===== src/rtl/gp_regfile_pkg.sv =====
// ----------------------------------------------------------------------------
// gp_regfile_pkg
//   Shared definitions for the general-purpose register file of the 8-bit
//   crypto processor datapath.
//   - GP_DATA_W / GP_NUM_REGS : default register width and entry count, also
//                               used by the decoder and ALU.
//   - zs_state_e              : zeroize sequencer state (IDLE, CLEAR, DONE).
// ----------------------------------------------------------------------------
package gp_regfile_pkg;

   localparam int GP_DATA_W   = 8;
   localparam int GP_NUM_REGS = 4;

   typedef enum logic [1:0] {
      ZS_IDLE  = 2'd0,
      ZS_CLEAR = 2'd1,
      ZS_DONE  = 2'd2
   } zs_state_e;

endpackage : gp_regfile_pkg


===== src/rtl/gp_regfile_zeroize_ctrl.sv =====
// ----------------------------------------------------------------------------
// gp_regfile_zeroize_ctrl
//   Zeroize sequencer: on a request in IDLE it walks idx from 0 to
//   NUM_REGS-1, asking the storage to clear one entry per cycle, then spends
//   one cycle in DONE before returning to IDLE.
//
//   Ports
//     clk, rst      : clock, synchronous active-high reset
//     zeroize_req   : start request, honoured in IDLE only (never queued)
//     clr_en        : clear entry clr_idx at the coming edge
//     clr_idx       : entry to clear
//     busy          : sequence in CLEAR or DONE
//     zeroize_done  : high for the single DONE cycle
// ----------------------------------------------------------------------------
module gp_regfile_zeroize_ctrl
   import gp_regfile_pkg::*;
#(
   parameter  int NUM_REGS = GP_NUM_REGS,
   localparam int ADDR_W   = $clog2(NUM_REGS)
) (
   input  logic              clk,
   input  logic              rst,
   input  logic              zeroize_req,
   output logic              clr_en,
   output logic [ADDR_W-1:0] clr_idx,
   output logic              busy,
   output logic              zeroize_done
);

   localparam logic [ADDR_W-1:0] LAST_IDX = ADDR_W'(NUM_REGS - 1);

   zs_state_e         state_q, state_d;
   logic [ADDR_W-1:0] idx_q,   idx_d;

   // NOTE: sequential state uses non-blocking assignments so every flop
   // samples the pre-edge values, independent of process ordering.
   always_ff @(posedge clk) begin
      if (rst) begin
         state_q <= ZS_IDLE;
         idx_q   <= '0;
      end else begin
         state_q <= state_d;
         idx_q   <= idx_d;
      end
   end

   // NOTE: every output of this block gets a default first; a path that
   // leaves one unassigned would infer a latch.
   always_comb begin
      state_d = state_q;
      idx_d   = idx_q;
      clr_en  = 1'b0;
      unique case (state_q)
         ZS_IDLE: begin
            if (zeroize_req) begin
               state_d = ZS_CLEAR;
               idx_d   = '0;
            end
         end
         ZS_CLEAR: begin
            clr_en = 1'b1;
            // idx stops on the last entry instead of wrapping; it is
            // re-initialised on the next start.
            if (idx_q == LAST_IDX) begin
               state_d = ZS_DONE;
            end else begin
               idx_d = idx_q + ADDR_W'(1);
            end
         end
         ZS_DONE: begin
            state_d = ZS_IDLE;
         end
         default: begin
            state_d = ZS_IDLE;
         end
      endcase
   end

   assign clr_idx      = idx_q;
   assign busy         = (state_q != ZS_IDLE);
   assign zeroize_done = (state_q == ZS_DONE);

endmodule : gp_regfile_zeroize_ctrl


===== src/rtl/gp_regfile.sv =====
// ----------------------------------------------------------------------------
// gp_regfile
//   NUM_REGS x DATA_W register file, one write port and two combinational
//   read ports, with optional write-to-read bypass, optional hard-wired zero
//   entry 0 and a one-entry-per-cycle zeroize sequence for key scrubbing.
//
//   Ports
//     clk, rst          : clock, synchronous active-high reset
//     we, waddr, wdata  : write port (from the instruction decoder)
//     raddr_a, rdata_a  : read port A (combinational)
//     raddr_b, rdata_b  : read port B (combinational)
//     zeroize_req       : start scrubbing all entries (IDLE only)
//     busy              : zeroize in progress; reads return 0, writes drop
//     zeroize_done      : one-cycle pulse at the end of the sequence
//     wr_drop           : registered pulse, a write arrived while busy
// ----------------------------------------------------------------------------
module gp_regfile
   import gp_regfile_pkg::*;
#(
   parameter  int DATA_W    = GP_DATA_W,
   parameter  int NUM_REGS  = GP_NUM_REGS,
   parameter  int BYPASS    = 1,
   parameter  int ZERO_REG0 = 0,
   localparam int ADDR_W    = $clog2(NUM_REGS)
) (
   input  logic              clk,
   input  logic              rst,
   input  logic              we,
   input  logic [ADDR_W-1:0] waddr,
   input  logic [DATA_W-1:0] wdata,
   input  logic [ADDR_W-1:0] raddr_a,
   input  logic [ADDR_W-1:0] raddr_b,
   output logic [DATA_W-1:0] rdata_a,
   output logic [DATA_W-1:0] rdata_b,
   input  logic              zeroize_req,
   output logic              busy,
   output logic              zeroize_done,
   output logic              wr_drop
);

   // One extra bit so NUM_REGS itself is representable (e.g. 256 entries).
   localparam logic [ADDR_W:0] NUM_REGS_W = (ADDR_W + 1)'(NUM_REGS);

   // An address names real, writable storage: inside the array and not the
   // hard-wired zero entry.
   function automatic logic addr_live(input logic [ADDR_W-1:0] a);
      return ({1'b0, a} < NUM_REGS_W) && !((ZERO_REG0 != 0) && (a == '0));
   endfunction

   logic [DATA_W-1:0] regs_q [NUM_REGS];
   logic [DATA_W-1:0] regs_d [NUM_REGS];
   logic              wr_drop_q, wr_drop_d;
   logic              clr_en;
   logic [ADDR_W-1:0] clr_idx;
   logic              wr_ok;

   gp_regfile_zeroize_ctrl #(
      .NUM_REGS (NUM_REGS)
   ) u_zeroize_ctrl (
      .clk          (clk),
      .rst          (rst),
      .zeroize_req  (zeroize_req),
      .clr_en       (clr_en),
      .clr_idx      (clr_idx),
      .busy         (busy),
      .zeroize_done (zeroize_done)
   );

   // Writes are refused while scrubbing; out-of-range and zero-entry writes
   // vanish silently (no wr_drop).
   assign wr_ok     = we && !busy && !rst && addr_live(waddr);
   assign wr_drop_d = we && busy;

   // Clear and write never coincide: clearing happens only while busy,
   // writes only while idle.
   always_comb begin
      regs_d = regs_q;
      if (clr_en) begin
         regs_d[clr_idx] = '0;
      end else if (wr_ok) begin
         regs_d[waddr] = wdata;
      end
   end

   // NOTE: the storage array is reset explicitly; reset doubles as an
   // immediate key wipe, so stale contents must never survive it.
   always_ff @(posedge clk) begin
      if (rst) begin
         for (int i = 0; i < NUM_REGS; i++) begin
            regs_q[i] <= '0;
         end
         wr_drop_q <= 1'b0;
      end else begin
         regs_q    <= regs_d;
         wr_drop_q <= wr_drop_d;
      end
   end

   // Reads are blanked while busy so a half-scrubbed array never leaks.
   always_comb begin
      rdata_a = '0;
      rdata_b = '0;
      if (!busy && addr_live(raddr_a)) begin
         if ((BYPASS != 0) && wr_ok && (waddr == raddr_a)) begin
            rdata_a = wdata;
         end else begin
            rdata_a = regs_q[raddr_a];
         end
      end
      if (!busy && addr_live(raddr_b)) begin
         if ((BYPASS != 0) && wr_ok && (waddr == raddr_b)) begin
            rdata_b = wdata;
         end else begin
            rdata_b = regs_q[raddr_b];
         end
      end
   end

   assign wr_drop = wr_drop_q;

endmodule : gp_regfile


===== config.mk =====
export PLATFORM = sky130hd
export DESIGN_NAME = gp_regfile
export DESIGN_NICKNAME = d
export VERILOG_FILES = /design/src/rtl/gp_regfile_pkg.sv /design/src/rtl/gp_regfile_zeroize_ctrl.sv /design/src/rtl/gp_regfile.sv
export SDC_FILE = /design/constraint.sdc
export NUM_CORES = 1
export LEC_CHECK = 0
export BUFFER_PORTS_ARGS = -buffer_cell sky130_fd_sc_hd__buf_4
export CAP_MARGIN = 20
export CORE_ASPECT_RATIO = 1.75
export CORE_MARGIN = 1.5
export CORE_UTILIZATION = 52
export DETAILED_ROUTE_END_ITERATION = 6
export MAX_ROUTING_LAYER = met4
export PLACE_DENSITY = 0.8
export SETUP_SLACK_MARGIN = 0.2
export SYNTH_ARGS = -nofsm -noshare
export SYNTH_HDL_FRONTEND = slang
export SYNTH_HIERARCHICAL = 1
export SYNTH_SLANG_ARGS = --single-unit
export TNS_END_PERCENT = 1

===== constraint.sdc =====
create_clock -name clk -period 2.16 [get_ports clk]
set_clock_uncertainty 0.2 [all_clocks]
set_input_delay 0.216 -clock clk [delete_from_list [all_inputs] [get_ports clk]]
set_output_delay 0.216 -clock clk [all_outputs]
set_load 0.05 [all_outputs]

### Word level (Yosys, flattened, before mapping)

Index checks and enable logic that the tools add are counted.

| storage, ports and cells | value |
|---|---|
| register bits | 37 |
| output and inout port bits | 19 |
| word-level logic and storage cells | 67 |

| operators by class | value |
|---|---|
| add/sub/neg operators | 1 |
| $lt $le $gt $ge | 6 |
| equality and inequality tests | 8 |
| multiplexer cells | 24 |
| bitwise gates (word level) | 6 |
| reduce and logical (&&, ||, !) cells | 15 |

Operator list:

| cell | count |
|---|---|
| $mux W8 | 10 |
| $mux W32 | 2 |
| $and A32 B32 Y32 | 1 |
| $bmux W8 S2 | 2 |
| $bwmux W32 | 1 |
| $demux W8 S2 | 2 |
| $not A32 Y32 | 1 |
| $ge A3 B3 Y1 const B | 4 |
| $not A2 Y3 | 4 |
| $mux W2 | 4 |
| $pmux W2 S2 | 2 |
| $logic_and A1 B1 Y1 | 7 |
| $lt A3 B1 Y1 const B | 2 |
| $reduce_bool A2 Y1 | 3 |
| $eq A2 B2 Y1 | 2 |
| $eq A2 B2 Y1 const B | 2 |
| $ne A2 B2 Y1 const B | 2 |
| $reduce_and A3 Y1 | 1 |
| $add A2 B1 Y2 const B | 1 |
| $eq A2 B1 Y1 const B | 1 |
| $logic_not A1 Y1 | 2 |
| $logic_not A2 Y1 | 1 |
| $ne A2 B1 Y1 const B | 1 |
| $reduce_and A2 Y1 | 1 |
| $mux W1 | 1 |

### Longest topological paths before layout

Gate-level depths: netlist of run 1.

| depth | value |
|---|---|
| word-level depth | 8 |
| depth in mapped cells | 8 |
| gate-level depth less buffers | 4 |

### Modules after synthesis

The synthesis of run 1 kept the hierarchy.

Modules (own cells, without submodules):

| module | instances | cells an instance | area an instance (sq um) | sequential area each (sq um) |
|---|---|---|---|---|
| gp_regfile | 1 | 249 | 2,273.4 | 660.6 |
| gp_regfile_zeroize_ctrl | 1 | 24 | 209.0 | 80.1 |

### Worst setup path before layout of run 1

No wires, ideal clock.

| timing | value |
|---|---|
| kind | flip-flop to output port |
| from | register u_zeroize_ctrl.state_q[0] |
| to | output port rdata_b[0] |
| data arrival time | 2.363 ns |
| required time | 1.744 ns |
| setup slack | -0.619 ns |
| cell stages (with the launch flop) | 7 |
| buffers on the path | 2 |
| path through | dfxtp_1 > buf_4 > or2_2 > buf_2 > nor3b_2 > nand4_1 > a21oi_1 |

| on the way | value |
|---|---|
| longest elaborated chain between the ends | 7 |

Ends and longest elaborated chain:

| what | line | RTL |
|---|---|---|
| from (decl) | gp_regfile_zeroize_ctrl.sv:32 | `zs_state_e state_q, state_d;` |
| from (signal assigned) | gp_regfile_zeroize_ctrl.sv:42 | `state_q <= state_d;` |
| $reduce_bool A2 Y1 * | gp_regfile_zeroize_ctrl.sv:80 | `assign busy = (state_q != ZS_IDLE);` |
| net busy | gp_regfile.sv:36 | `output logic busy,` |
| $logic_not A1 Y1 | - |  |
| $logic_and A1 B1 Y1 (2 in series) | gp_regfile.sv:71 | `assign wr_ok = we && !busy && !rst && addr_live(waddr);` |
| $logic_and A1 B1 Y1 | gp_regfile.sv:111 | `if ((BYPASS != 0) && wr_ok && (waddr == raddr_b)) begin` |
| $mux W8 | gp_regfile.sv:111 |  |
| $mux W8 * | gp_regfile.sv:110 | `if (!busy && addr_live(raddr_b)) begin` |
| to (decl) | gp_regfile.sv:34 | `output logic [DATA_W-1:0] rdata_b,` |

Mark *: on every way through the listed nets, which the timed path passes. The rest lies on a longest branch.

### Worst setup path after layout of run 1

| timing | value |
|---|---|
| from | register u_zeroize_ctrl.state_q[1] |
| to | output port rdata_b[3] |

| on the way | value |
|---|---|
| longest elaborated chain between the ends | 7 |

Ends and longest elaborated chain:

| what | line |
|---|---|
| $reduce_bool A2 Y1 * | gp_regfile_zeroize_ctrl.sv:80 |
| $logic_not A1 Y1 | - |
| $logic_and A1 B1 Y1 (2 in series) | gp_regfile.sv:71 |
| $logic_and A1 B1 Y1 | gp_regfile.sv:111 |
| $mux W8 | gp_regfile.sv:111 |
| $mux W8 * | gp_regfile.sv:110 |

Every way passes the cells marked *; elsewhere a longest branch is shown, timed or not.

==> summary.txt, run 1 <==
status = complete, but fails checks
failing checks = negative setup slack
Synth area leader = dfxtp_1
IO Pins = 37
post-synth top area share = 29.8%
MaxCap Viol Count = 0
synthesized flop and latch total = 37
Setup CP Type = flop to output port
Syn Inst Count = 273
DR vias = 2,458
Worst Path Max Fanout = 8
unrepaired setup endpoints after global routing = true
LEAKAGE = 0.984 nW
P per Cell Area = 496 nW/µm²
core region area = 4620 µm²
Syn-to-layout area delta = 28.4%
Post-synth EDFFs = 0
CTS Root Cell = clkbuf_8
Antenna Diode Count = 0
DR iter-0 viols = 123
post-route ant nets = 0
Die Wd = 55.2 µm
ys flop type = dfxtp_1
Achievable Freq = 422 MHz
commonest non-fill, non-tap cell in the layout = buf_4
H-Tree Depth = 2
Final Util = 68.9%
worst setup margin = -0.212 ns
first-pass GRT wire length = 12,000 µm
Final Max Tran Viols = 0
flop2flop setup slack = 0.08 ns
Design Area, Final = 3190 µm²
area post-placement = 3010 µm²
yosys warns = 6
Nets = 318
final routed DRC violation total = 0
proportion of layout cells with a drive suffix above 1 = 38.3%
CTS clk-pin slew, worst paths = 0.07 ns
Num CTS Buffers = 5
clk_lat worst skew = 0.29 ns
routed vias/inst = 6.98
Die Span Y = 94.4 µm
maximum VDD drop = 0.000494 V
initial antenna violation count = 0
met2 wire length = 4250 µm
wl on met1 = 2580 µm
min cycle time layout = 2.37 ns
ys async rst share = 0%
Fillers = 348
CP Launch Type = flop
CTS sink count = 37
First-pass DRT Iterations = 4
Mean Syn Cell Area = 9.09 µm²
Tcrit/Tclk final = 110%
CP required = 1.74 ns
number of library cell types mapped by synthesis = 37
metal3 WL = 339 µm
Hold Path Class = input port to flop
cell row count = 33
Final Hold Viols = 0
DP HPWL = 5410 µm
per-cell routed wire length = 21.3 µm
Data arrival, critical path = 1.96 ns
routed wire length = 7510 µm
Total GRT Usage = 30.1%
Slew headroom = 35.6%
clock buffer depth = 2
worst-margin pin slew = 0.966 ns
dpl ws = 0.0601 ns
largest net degree at the start of global routing = 38
Mapped Nets = 292
DR top layer = met4
vias in the first global route = 2,498
IO Port Bufs = 36
Die Area = 5210 µm²
Initial Util = 53.7%
CP endpoint kind = output port
Syn Std Cell Area = 2480 µm²
Seq/Total Area, Yosys = 29.8%
Synth area leaders = dfxtp_1, mux4_2, a21oi_1, o211ai_1, nand3_1
CTS tree = done
endpoints failing setup = 8
Power, Total = 1.58 mW
final RePlAce weighted congestion = 0.840
grt ovf = 0
Hold Buf Count CTS = 0
commonest non-fill, non-tap cells in the layout = buf_4, dfxtp_1, nand3_1
-- report_power, final --
group / internal (mW) / switching [mW]
sequential: 0.693 / 0.0103
combinational: 0.129 / 0.272
clock: 0.224 / 0.254
-- cell usage after synthesis, types with 3 or more instances --
cell,count
mux4_2,16
xnor2_1,4
o211ai_2,3
nand4_1,16
nand3_1,35
nand2_1,3
xor2_1,4
nor2b_1,3
dfxtp_1,37
clkbuf_1,16
a21oi_1,49
buf_2,11
o31ai_1,16
o211ai_1,29
-- path summary, 6_finish.rpt --
kind	start	end	cells after the start
max	u_zeroize_ctrl/state_q[1]	rdata_b[3]	5
min	wdata[0]	regs_q[8]	3
max reg2reg	u_zeroize_ctrl/state_q[1]	regs_q[29]	5
min reg2reg	regs_q[24]	regs_q[24]	2
-- kinds of logic after synthesis --
kind of cell               Yosys count  share of synthesized area, %
buffers and inverters               33                          6.75
muxes                               17                          14.9
AOI/OAI and AO/OA                  100                          25.8
DFF                                 37                          29.8
xor gates and xnor gates             8                          2.82
and+or+nand+nor                     77                          19.4
adders and majority gates            1                         0.504
-- registers in the layout, summed over array words and instances, names as in the netlist --
signal,count
regs_q,32
u_zeroize_ctrl/clr_idx,2
u_zeroize_ctrl/state_q,2
wr_drop,1
-- metrics by stage --
step | TNS [ns] | instances | hold WS (ns)
after floorplan | -0.456 | 273 | 0.0851
after global placement | 0 | 341 | 0.266
after detailed placement | 0 | 341 | 0.285
after CTS | -1.35 | 351 | 0.0150
after global routing | -1.70 | 352 | 0.0208
final | -1.37 | 352 | 0.0184
-- worst max-delay path, cell delays in order (launching register included) --
cell	delay, ns
dfxtp_1	0.31
or2_4	0.28
or3b_4	0.51
o31ai_4	0.29
a21oi_4	0.09
buf_6	0.16
-- final cells by class --
class	instances	area [µm²]	area share (%)
clock buffer	6	72.6	2.28
clock inverter	2	10.0	0.314
inverter	1	3.75	0.118
multi-input combinational	203	1890	59.2
sequential	37	741	23.2
tap	52	65.1	2.04
timing repair buffer	51	407	12.8
-- repair_timing --
| item | 4_1_cts | 5_1_grt |
|---|---|---|
| pin swaps | 11 | 19 |
| endpoints found under the setup margin | 16 | 46 |
| gates cloned | 0 | 0 |
| setup buffers | 2 | 1 |
| resized for setup | 4 | 12 |
| endpoints found under the hold margin | 0 | 0 |
-- metal layers --
metal	vias to the layer above	track usage, %
met5	-	-
met4	0	17.9
met3	33	3.97
met2	101	54.4
met1	1195	30.6
li1	1129	-
No activity file was read; power rests on OpenSTA's default activity.
==> inputs of run 2 (changes only) <==
- CORE_ASPECT_RATIO: 1.75 -> default
- SETUP_SLACK_MARGIN: 0.2 -> default
==> summary.txt, run 2 (synthesized netlist as in run 1, its figures left out) <==
proportion of layout cells with a drive suffix above 1 = 36.2% (-2.1 points)
IO Port Bufs = 36 (unchanged)
Final Hold Viols = 0 (unchanged)
final routed DRC violation total = 0 (unchanged)
Fillers = 305 (-12%)
endpoints failing setup = 13 (+5)
Die Wd = 72.1 µm (+31%)
Total GRT Usage = 29.0% (-1.1 points)
CP endpoint kind = output port
unrepaired setup endpoints after global routing = true
cell chain of the critical path = or2_4 > or3b_4 > o31ai_4 > a21oi_4 > buf_6
P_int = 1.17 mW (+12%)
routed vias/inst = 6.79 (-2.8%)
maximum VDD drop = 0.000312 V (-37%)
worst-margin pin slew = 0.960 ns (-0.00597 ns)
Slew headroom = 36.0% (+0.40 points)
Clk pwr share = 35.8% (+5.6 points)
IO Pins = 37 (unchanged)
CP Launch Type = flop
CP required = 1.74 ns (about the same)
commonest non-fill, non-tap cells in the layout = buf_4, a21oi_1, dfxtp_1
r2r startpoint = u_zeroize_ctrl/state_q[1]
min cycle time layout = 2.31 ns (-0.0566 ns)
initial antenna violation count = 0 (unchanged)
status = complete, but fails checks
Final Max Tran Viols = 0 (unchanged)
cell row count = 24 (-27%)
Setup CP Type = flop to output port
H-Tree Depth = 2 (unchanged)
max reg flops = 32 (unchanged)
flop2flop setup slack = -0.02 ns (-0.10 ns)
P per Cell Area = 529 nW/µm² (+6.7%)
vias in the first global route = 2,291 (-8.3%)
RR Endpoint = regs_q[13]
Hold EP = regs_q[17]
sw power = 534 µW (-0.27%)
routed wire length = 7000 µm (-6.8%)
clk_lat worst skew = 0.29 ns (about the same)
Achievable Freq = 432 MHz (+2.4%)
Hold Path Class = input port to flop
switching share of power = 31.3% (-2.5 points)
grt ovf = 0 (unchanged)
Worst Path Max Fanout = 8 (unchanged)
area of the multi-input gates = 1830 µm² (-2.8%)
Syn-to-layout area delta = 29.7%
Final Util = 72.0% (+3.1 points)
CTS clk-pin slew, worst paths = 0.08 ns (about the same)
largest net degree at the start of global routing = 36 (-5.3%)
clock buffer depth = 2 (unchanged)
Comb power frac = 22.9% (-2.4 points)
MaxCap Viol Count = 0 (unchanged)
Die Span Y = 72.1 µm (-24%)
First-pass DRT Iterations = 4 (unchanged)
per-cell routed wire length = 19.8 µm (-7.0%)
LEAKAGE = 1.00 nW (+1.7%)
core region area = 4470 µm² (-3.2%)
R2R depth = 6 (+1)
hold_ws = 0.0193 ns (+0.000895 ns)
hold-critical path depth = 3 (unchanged)
DR iter-0 viols = 268 (+120%)
Antenna Diode Count = 0 (unchanged)
Seq pwr share = 41.3% (-3.2 points)
hold path startpoint = wdata[1]
CTS sink count = 37 (unchanged)
sequential cell area = 742 µm² (+0.17%)
Tcrit/Tclk final = 107% (-2.6 points)
worst setup margin = -0.155 ns (+0.0566 ns)
critical path's slowest cell = or3b_4
post-route ant nets = 0 (unchanged)
commonest non-fill, non-tap cell in the layout = buf_4
first-pass GRT wire length = 11,400 µm (-4.7%)
failing checks = negative setup slack
DP HPWL = 4880 µm (-9.8%)
final RePlAce weighted congestion = 0.841 (about the same)
Die Area = 5200 µm² (-0.32%)
Data arrival, critical path = 1.90 ns (-0.06 ns)
Nets = 319 (+0.31%)
CTS Root Cell = clkbuf_8
Num CTS Buffers = 5 (unchanged)
DR vias = 2,396 (-2.5%)
CTS tree = done
Initial Util = 55.5% (+1.8 points)
Max stage delay on crit path = 0.51 ns (about the same)
register bank with the most flops = regs_q
==> run 2: cell count changes in the layout (fill, tap and decap cells not counted), moves of 2 or more <==
| cell | before | now |
|---|---|---|
| a21oi_2 | 5 | 0 |
| buf_4 | 47 | 41 |
| buf_6 | 3 | 8 |
| clkinv_2 | 2 | 0 |
| a21oi_1 | 33 | 38 |
==> run 2: power by group through the flow <==
stage	Combinational (mW)	Clock, mW	Sequential, mW
2_1_floorplan	0.247	0	0.718
3_3_place_gp	0.339	0	0.719
3_5_place_dp	0.346	0	0.719
4_1_cts	0.386	0.622	0.703
5_1_grt	0.412	0.653	0.705
6_report	0.391	0.610	0.704
==> run 2: worst max-delay path: cells and delay by family, from the launching register on <==
kind / cells / cell delay, ns
simple gates: 2 / 0.78
compound gates: 2 / 0.35
flops: 1 / 0.32
buf+inv: 1 / 0.15
==> run 2: worst max path at each step <==
stage               slack [ns]    endpoint                 startpoint  cells past startpoint
floorplan                -0.16  rdata_b[0]  u_zeroize_ctrl/state_q[0]                      6
global placement          0.03  rdata_b[4]  u_zeroize_ctrl/state_q[0]                      5
detailed placement      -0.006  rdata_b[6]  u_zeroize_ctrl/state_q[1]                      5
CTS                      -0.14  rdata_b[5]  u_zeroize_ctrl/state_q[1]                      5
global route             -0.23  rdata_b[2]  u_zeroize_ctrl/state_q[1]                      7
finish                   -0.15  rdata_b[2]  u_zeroize_ctrl/state_q[1]                      5
==> run 2: cell type report <==
class,count,area share [%]
Clock inverter,3,1.44
Inverter,1,0.117
Sequential cell,37,23.0
Tap cell,52,2.02
Timing Repair Buffer,52,14.3
Clock buffer,5,2.14
Multi-Input combinational cell,203,57.0
==> run 2: what timing repair did <==
action	CTS	global route
resized for setup	22	1
setup endpoints to repair	11	24
buffers inserted	1	0
gates cloned	1	0
pin swaps	9	13
hold endpoints to repair	1	0
hold buffers	1	0
==> run 2: metrics by stage <==
stage | setup slack [ns] | cell area, µm² | power [mW] | TNS (ns) | std cells
5_1_grt | -0.230 | 3220 | 1.77 | -2.07 | 353
3_3_place_gp | 0.0296 | 2920 | 1.06 | 0 | 342
4_1_cts | -0.136 | 3220 | 1.71 | -1.04 | 353
3_5_place_dp | -0.00598 | 2920 | 1.07 | -0.00874 | 342
6_report | -0.155 | 3220 | 1.70 | -1.16 | 353
2_1_floorplan | -0.162 | 2650 | 0.966 | -1.48 | 273
==> run 2: metal layers <==
layer	up-vias	wire length, µm	part of all wire, %	GRT usage [%]
met2	113	3390	48	47.4
met3	10	577	8.2	5.00
met4	0	99	1.4	9.85
met5	-	0	0	-
li1	1132	-	-	-
met1	1141	2940	42	36.5
